===== config.mk =====
export PLATFORM = sky130hd
export DESIGN_NAME = mul16_seq_flat
export DESIGN_NICKNAME = d
export VERILOG_FILES = /design/src/rtl/mul16_seq_if.sv /design/src/rtl/mul16_seq.sv /design/src/flat_wrapper.sv
export SDC_FILE = /design/constraint.sdc
export NUM_CORES = 1
export LEC_CHECK = 0
export CORE_MARGIN = 4
export CORE_UTILIZATION = 58
export CTS_CLUSTER_DIAMETER = 50
export DETAILED_ROUTE_END_ITERATION = 12
export PLACE_DENSITY_LB_ADDON = 0.1
export SLEW_MARGIN = 20
export SYNTH_ARGS = -nofsm -noshare
export SYNTH_HDL_FRONTEND = slang
export SYNTH_HIERARCHICAL = 1
export SYNTH_SLANG_ARGS = --single-unit

===== constraint.sdc =====
create_clock -name clk -period 10.25 [get_ports clk]
set_input_delay 1.025 -clock clk [delete_from_list [all_inputs] [get_ports clk]]
set_output_delay 1.025 -clock clk [all_outputs]
set_load 0.005 [all_outputs]

===== src/rtl/mul16_seq_if.sv =====
// Request/result bundle of the sequential 16x16 multiplier.
// The master drives operands and start; the slave returns busy, done and the product.
interface mul16_seq_if;
  logic        start;
  logic [15:0] a;
  logic [15:0] b;
  logic        busy;
  logic        done;
  logic [31:0] product;

  modport master (output start, a, b, input busy, done, product);
  modport slave  (input start, a, b, output busy, done, product);
endinterface


===== src/rtl/mul16_seq.sv =====
// Sequential 16x16 unsigned shift-add multiplier (one partial product per clock).
// The partial-sum adder is a 16-bit ripple of four 4-bit carry-lookahead blocks.

module cla4 (
  input  logic [3:0] i_a,
  input  logic [3:0] i_b,
  input  logic       i_c,
  output logic [3:0] o_s,
  output logic       o_c
);
  logic [3:0] w_g;
  logic [3:0] w_p;
  logic [4:0] w_c;

  assign w_g    = i_a & i_b;
  assign w_p    = i_a ^ i_b;
  assign w_c[0] = i_c;
  assign w_c[1] = w_g[0] | (w_p[0] & i_c);
  assign w_c[2] = w_g[1] | (w_p[1] & w_g[0]) | (w_p[1] & w_p[0] & i_c);
  assign w_c[3] = w_g[2] | (w_p[2] & w_g[1]) | (w_p[2] & w_p[1] & w_g[0])
                | (w_p[2] & w_p[1] & w_p[0] & i_c);
  assign w_c[4] = w_g[3] | (w_p[3] & w_g[2]) | (w_p[3] & w_p[2] & w_g[1])
                | (w_p[3] & w_p[2] & w_p[1] & w_g[0])
                | (w_p[3] & w_p[2] & w_p[1] & w_p[0] & i_c);
  assign o_s    = w_p ^ w_c[3:0];
  assign o_c    = w_c[4];
endmodule

module adder16 (
  input  logic [15:0] i_a,
  input  logic [15:0] i_b,
  input  logic        i_cin,
  output logic [15:0] o_sum,
  output logic        o_cout
);
  logic [4:0] w_carry;

  assign w_carry[0] = i_cin;

  for (genvar g = 0; g < 4; g++) begin : g_blk
    cla4 u_cla4 (
      .i_a (i_a[4*g +: 4]),
      .i_b (i_b[4*g +: 4]),
      .i_c (w_carry[g]),
      .o_s (o_sum[4*g +: 4]),
      .o_c (w_carry[g+1])
    );
  end

  assign o_cout = w_carry[4];
endmodule

module mul16_seq (
  input  logic            clk,
  input  logic            clr_n,
  mul16_seq_if.slave      bus
);
  typedef enum logic [1:0] {
    S_IDLE = 2'd0,
    S_RUN  = 2'd1,
    S_DONE = 2'd2
  } state_t;

  state_t      r_state;
  state_t      w_next;
  logic [15:0] r_m;
  logic [15:0] r_p_hi;
  logic [15:0] r_p_lo;
  logic [3:0]  r_cnt;
  logic [31:0] r_product;

  logic        w_accept;
  logic        w_last;
  logic [15:0] w_addend;
  logic [15:0] w_sum;
  logic        w_cout;
  logic [31:0] w_shift;

  assign w_accept = (r_state != S_RUN) && bus.start;
  assign w_last   = (r_state == S_RUN) && (r_cnt == 4'd15);
  assign w_addend = r_p_lo[0] ? r_m : '0;

  adder16 u_adder16 (
    .i_a    (r_p_hi),
    .i_b    (w_addend),
    .i_cin  (1'b0),
    .o_sum  (w_sum),
    .o_cout (w_cout)
  );

  // Carry-out becomes the new MSB, so the running product never overflows.
  assign w_shift = {w_cout, w_sum, r_p_lo[15:1]};

  always_comb begin
    w_next = r_state;
    unique case (r_state)
      S_IDLE:  w_next = bus.start ? S_RUN : S_IDLE;
      S_RUN:   w_next = (r_cnt == 4'd15) ? S_DONE : S_RUN;
      S_DONE:  w_next = bus.start ? S_RUN : S_IDLE;
      default: w_next = S_IDLE;
    endcase
  end

  always_ff @(posedge clk or negedge clr_n) begin
    if (!clr_n) r_state <= S_IDLE;
    else        r_state <= w_next;
  end

  always_ff @(posedge clk or negedge clr_n) begin
    if (!clr_n) begin
      r_m       <= '0;
      r_p_hi    <= '0;
      r_p_lo    <= '0;
      r_cnt     <= '0;
      r_product <= '0;
    end else if (w_accept) begin
      r_m    <= bus.a;
      r_p_hi <= '0;
      r_p_lo <= bus.b;
      r_cnt  <= '0;
    end else if (r_state == S_RUN) begin
      {r_p_hi, r_p_lo} <= w_shift;
      r_cnt            <= r_cnt + 4'd1;
      if (w_last) r_product <= w_shift;
    end
  end

  assign bus.busy    = (r_state == S_RUN);
  assign bus.done    = (r_state == S_DONE);
  assign bus.product = r_product;
endmodule


===== src/flat_wrapper.sv =====
// flat-port wrapper written by rule: the top's interface ports become plain ports
module mul16_seq_flat 
  (clk, clr_n, bus_start, bus_a, bus_b, bus_busy, bus_done, bus_product);
  mul16_seq_if bus_i ();
  input  logic clk;
  input  logic clr_n;
  input wire logic [$bits(bus_i.start)-1:0] bus_start;
  input wire logic [$bits(bus_i.a)-1:0] bus_a;
  input wire logic [$bits(bus_i.b)-1:0] bus_b;
  output wire logic [$bits(bus_i.busy)-1:0] bus_busy;
  output wire logic [$bits(bus_i.done)-1:0] bus_done;
  output wire logic [$bits(bus_i.product)-1:0] bus_product;
  assign bus_i.start = bus_start;
  assign bus_i.a = bus_a;
  assign bus_i.b = bus_b;
  assign bus_busy = bus_i.busy;
  assign bus_done = bus_i.done;
  assign bus_product = bus_i.product;
  mul16_seq u_core (.clk(clk), .clr_n(clr_n), .bus(bus_i));
endmodule

==> impl_metrics.toml, run 1 <==
[global_routing]
grt_pass1_wl_um = 14400
grt_antenna_before_repair = 0
first_global_vias = 3013
grtUsageTotal_pct = 20.9
grt_max_degree = 87
grt_remaining_overflow = 0

[detailed_routing]
via_count = 2756
drcViolationCount = 0
wl_per_cell_um = 16.0
via_per_inst = 5.32
firstDrtPassIters = 4
wl_um = 8310
antenna_left = 0
drt_iter0_markers = 120

[worst_setup_path]
reg2reg_to = "u_core/bus.product[31]"
arrival_ns = 4.21
start_kind = "register"
cp.buffers_inverters = 0
criticalPathCategory = "reg -> reg"
rrSetupSlack_ns = 6.27
cp_top_family = "compound AO/OA/AOI/OAI gates"
cpPeakStageDelay_ns = 0.57
crit_chain = "and2_1, ha_1, a21o_1, a31o_1, a21o_1, a21o_1, a31o_1, a21o_1, a21o_1, a31o_1, a21o_1, a21o_1, a31o_1, a21o_1, mux2_2"
cp_max_fo = 17
crit_path_end_kind = "register"
ff2ff_path_depth = 15
required_ns = 10.48
reg2reg_from = "u_core/r_p_lo[0]"
cpMostUsedCell = "a21o_1"
critPathSlowestCell = "dfrtp_1"

[clocking]
root_buffer = "clkbuf_8"
post_cts_buffers = 0
clock_sinks = 86
ctsResizeCount = 0
clk_latency_ns = 0.35
cts.htree.levels = 3
max-clock-path-buffers = 2
cts_tree = "done"
cts_inserted_buffers = 9
ctsHoldBuffers = 0
clkTransAtPathRegs_ns = 0.08

[floorplanning]
dieArea_mm2 = 0.00876
core_mm2 = 0.00694
fp-row-count = 30
die_h_um = 93.6
die_x_um = 93.6
start_util_pct = 61.2
io_pins = 69

[sta]
rsz0062_at_grt = "false"
fmax_mhz = 251
tightest_slew_ns = 0.769
finalMaxSlewViolations = 0
setup_tns_ns = 0
period_minus_slack_ns = 3.98
finalCritPeriodShare_pct = 38.8
final-hold-violation-count = 0
worst_clock_skew_ns = 0.0132
relSlewSlack_pct = 48.7
finalSetupViolations = 0

[cells_and_area]
final_cell_mix = "dfrtp_1 (86), clkdlybuf4s50_1 (67), nand2_1 (51), o21ai_0 (35), mux2_4 (29)"
diodes = 0
multiInputGateArea_mm2 = 0.00192
final_common_cell = "dfrtp_1"
area_growth_syn_to_layout_pct = 21.7
ff_latch_area_mm2 = 0.00215
finalNonFillerCells = 518
final_nets = 473
fill_cells = 479
drive_gt1_share_pct = 16.8

[power]
cellPowerDensity_mw_per_mm2 = 307
p_leak_nw = 2.47
peakVddDrop_v = 0.000158

[synthesis]
synth_seq_cells = 86
synth_cells = 353
synth.avg_cell_area_um2 = 12.0
synth-seq-area-share_pct = 50.6
yosys_warnings = 6
netlist_top_cells_area = "dfrtp_1 (51%), mux2_4 (10%), mux2_2 (5.0%)"
yosys.area.top_type_share_pct = 50.6
syn_area_mm2 = 0.00425
yosysTopAreaCell = "dfrtp_1"
ys_types = 31

[place]
io_buffers = 68
dp.cells = 502
dp.final_hpwl_um = 5390
place_congestion = 0.771

[hold_path]
min_from = "u_core/r_cnt[2]"
hold_path_end = "u_core/r_cnt[2]"
worstHoldPathCells = 1
min_path_type = "reg -> reg"

[run_status]
status = "completed"

[run]
maxCapViolCount = 0
## routing by layer
metal | routed length (um) | share of wire, % | up-vias | track usage [%]
met3 | 282 | 3.4 | 9 | 3.38
met5 | 0 | 0 | - | 0
met1 | 3750 | 45 | 1368 | 26.8
li1 | - | - | 1320 | -
met4 | 111 | 1.3 | 0 | 8.18
met2 | 4170 | 50 | 59 | 35.5
## cell type report
class,count,area share (%)
multi-input combinational,233,37.1
inverter,18,1.35
sequential,86,41.6
clock inverter,7,1.89
timing repair buffer,69,13.3
tap,96,2.32
clock buffer,9,2.39
## registers in the layout, indices dropped and copies added (netlist names)
| name | cells |
|---|---|
| u_core/r_m | 16 |
| u_core/r_p_lo | 16 |
| u_core/r_state | 2 |
| u_core/r_cnt | 4 |
| u_core/r_p_hi | 16 |
| u_core/bus.product | 32 |
## per-stage QoR
step,power (W),area (um^2),worst slack (ns),hold slack (ns),utilization [%]
finish,0.00159,5170,6.27,0.502,74.5
global route,0.00172,5170,6.11,0.524,74.5
CTS,0.00160,5170,6.29,0.505,74.5
detailed placement,0.00132,4950,6.35,0.486,71.3
global placement,0.00129,4950,6.45,0.485,71.3
floorplan,0.00107,4250,6.76,0.461,-
## logic make-up after synthesis
group | count (synthesis) | synth area share [%]
AOI/OAI and AO/OA | 57 | 7.89
xor gates and xnor gates | 13 | 2.68
other | 1 | 0.0882
buffers and inverters | 35 | 4.27
muxes | 65 | 19.3
adders and majority gates | 21 | 6.89
DFF | 86 | 50.6
and+or+nand+nor | 75 | 8.27
## synth_stat cells
cell,number
nand2_1,51
ha_1,17
buf_4,1
buf_2,2
nor2b_1,1
xnor2_1,9
mux2i_1,17
a31o_1,4
o21ai_0,35
dfrtp_1,86
and2_4,1
a21o_1,12
inv_1,17
nor2_1,1
conb_1,1
fa_1,4
and2_1,16
a22o_1,1
xor2_1,4
mux2_2,19
o22ai_1,1
nand3_1,2
buf_6,1
clkbuf_1,10
mux2_4,29
nand2_2,1
a21oi_1,4
buf_8,3
inv_4,1
nand2b_4,1
and3_4,1
## where the power goes
part	switching, W	total [W]	internal, W
combinational	0.000328	0.000716	0.000389
sequential	0.000106	0.000608	0.000502
clock	0.000125	0.000263	0.000138
total	0.000559	0.00159	0.00103
## worst max-delay path by stage
stage,startpoint,endpoint,slack [ns],cells after the start
CTS,u_core/r_p_lo[0],u_core/bus.product[31],6.29,15
finish,u_core/r_p_lo[0],u_core/bus.product[31],6.27,15
global route,u_core/r_p_lo[0],u_core/bus.product[31],6.11,15
global placement,u_core/r_p_lo[0],u_core/bus.product[31],6.45,15
detailed placement,u_core/r_p_lo[0],u_core/bus.product[31],6.35,15
floorplan,u_core/r_p_lo[0],u_core/bus.product[31],6.76,15
Power figures use the tool's default switching activity.
==> inputs of run 2 (changes only) <==
- CORE_UTILIZATION: 58 -> 54
- clock period: 10.25 -> 4.1 ns (I/O delays scaled with it)
==> run 2 against run 1 <==
Against the previous run:
- global-route usage decreased by 3.7 points
- worst setup slack worse by 5.9 ns
- combinational power up 150%
- flip-flop and latch count is the same
- clock power rose to 2.7 times the previous value
- non-clock buffer count up 1
- first-iteration DRC count fell by 23%
- critical path depth stayed put
- total power grew 150%
- die area up 6.8%
- sequential power is 150% higher
- clock skew hardly changed
- critical path type unchanged
- critical endpoint unchanged
==> impl_metrics.toml, run 2 (same netlist as run 1, synthesis figures left out) <==
[global_routing]
grt_max_degree = 87
grt_pass1_wl_um = 13200
grt_remaining_overflow = 0
first_global_vias = 2690
grt_antenna_before_repair = 0
grtUsageTotal_pct = 17.2

[cells_and_area]
multiInputGateArea_mm2 = 0.00192
finalNonFillerCells = 525
final_common_cell = "dfrtp_1"
final_cell_mix = "dfrtp_1 (86), clkdlybuf4s50_1 (67), nand2_1 (51), o21ai_0 (35), mux2_4 (29)"
diodes = 0
largest_register_ffs = 32
post-route-util_pct = 67.7
fill_cells = 587
final_nets = 474
area_growth_syn_to_layout_pct = 22.5
ff_latch_area_mm2 = 0.00215
drive_gt1_share_pct = 16.8

[sta]
fmax_mhz = 269
final-hold-violation-count = 0
rsz0062_at_grt = "false"
finalSetupViolations = 0
relSlewSlack_pct = 47.7
period_minus_slack_ns = 3.72
worst_clock_skew_ns = 0.0132
finalMaxSlewViolations = 0
setup_tns_ns = 0
finalCritPeriodShare_pct = 90.8
whs_ns = 0.121
tightest_slew_ns = 0.785
fin_ws_ns = 0.378

[place]
dp.final_hpwl_um = 5070
place_congestion = 0.755
place_ws_ns = 0.432
dp.cells = 509
io_buffers = 68

[worst_setup_path]
crit_path_end_kind = "register"
crit_start = "u_core/r_p_lo[0]"
cpMostUsedCell = "a21o_1"
critPathSlowestCell = "dfrtp_1"
arrival_ns = 3.95
required_ns = 4.33
crit_cells = 15
cpPeakStageDelay_ns = 0.43
start_kind = "register"
ff2ff_path_depth = 15
cp.buffers_inverters = 0
cp_max_fo = 5
criticalPathCategory = "reg -> reg"
reg2reg_from = "u_core/r_p_lo[0]"
cp_top_family = "compound AO/OA/AOI/OAI gates"
crit_chain = "and2_1, ha_1, a21o_1, a31o_1, a21o_1, a21o_1, a31o_1, a21o_1, a21o_1, a31o_1, a21o_1, a21o_1, a31o_1, a21o_1, mux2_2"

[detailed_routing]
antenna_left = 0
firstDrtPassIters = 4
via_per_inst = 5.22
wl_um = 7860
via_count = 2738
drcViolationCount = 0
drt_iter0_markers = 92
wl_per_cell_um = 15.0

[power]
p_leak_nw = 2.48
peakVddDrop_v = 0.000396
cellPowerDensity_mw_per_mm2 = 762

[floorplanning]
die_h_um = 96.7
core_mm2 = 0.00769
io_pins = 69
start_util_pct = 55.3
die_x_um = 96.7
fp-row-count = 32
dieArea_mm2 = 0.00935

[run]
maxCapViolCount = 0

[clocking]
post_cts_buffers = 0
clock_sinks = 86
clk_latency_ns = 0.34
max-clock-path-buffers = 2
clkTransAtPathRegs_ns = 0.09
cts_tree = "done"
root_buffer = "clkbuf_8"
cts.htree.levels = 3
ctsResizeCount = 0
ctsHoldBuffers = 0
cts_inserted_buffers = 9

[hold_path]
min_path_type = "in -> async"

[run_status]
status = "completed"
==> run 2: cell count changes in the layout (fill, tap and decap cells not counted) <==
cell       before  now
clkinv_4        1    0
clkbuf_1        0    1
inv_6           1    0
bufinv_16       2    3
buf_4           1    2
==> run 2: where the power goes <==
group	internal (W)	total, W	switching (W)
Clock	0.000404	0.000705	0.000300
Combinational	0.000973	0.00176	0.000791
Sequential	0.00125	0.00150	0.000243
==> run 2: area by class of cell <==
type / count / share of cell area (%)
clock buffers: 10 / 2.45
clock inverters: 6 / 2.12
inverters: 18 / 1.35
multi-input cells: 233 / 36.9
flip-flops and latches: 86 / 41.3
well taps: 102 / 2.45
repair buffers: 70 / 13.4
==> run 2: worst paths after layout <==
check                                         end  slack (ns)
hold / removal             u_core/bus.product[17]        0.12
min in group clk                  u_core/r_cnt[2]        0.50
setup reg to reg           u_core/bus.product[31]        0.38
setup / recovery           u_core/bus.product[31]        0.38
hold reg to reg                   u_core/r_cnt[2]        0.50
max in group asynchronous       u_core/r_p_lo[11]        3.44
==> run 2: metal layers <==
layer,up-vias,track usage [%],wire (um)
met4,0,4.86,86
met2,48,27.7,3660
li1,1322,-,-
met3,7,3.53,278
met5,-,0,0
met1,1361,23.7,3830
==> run 2: stage by stage <==
stage / total power, W / cell area (um^2)
2_1_floorplan: 0.00267 / 4250
3_3_place_gp: 0.00321 / 4960
3_5_place_dp: 0.00328 / 4960
4_1_cts: 0.00400 / 5200
5_1_grt: 0.00429 / 5200
6_report: 0.00397 / 5200
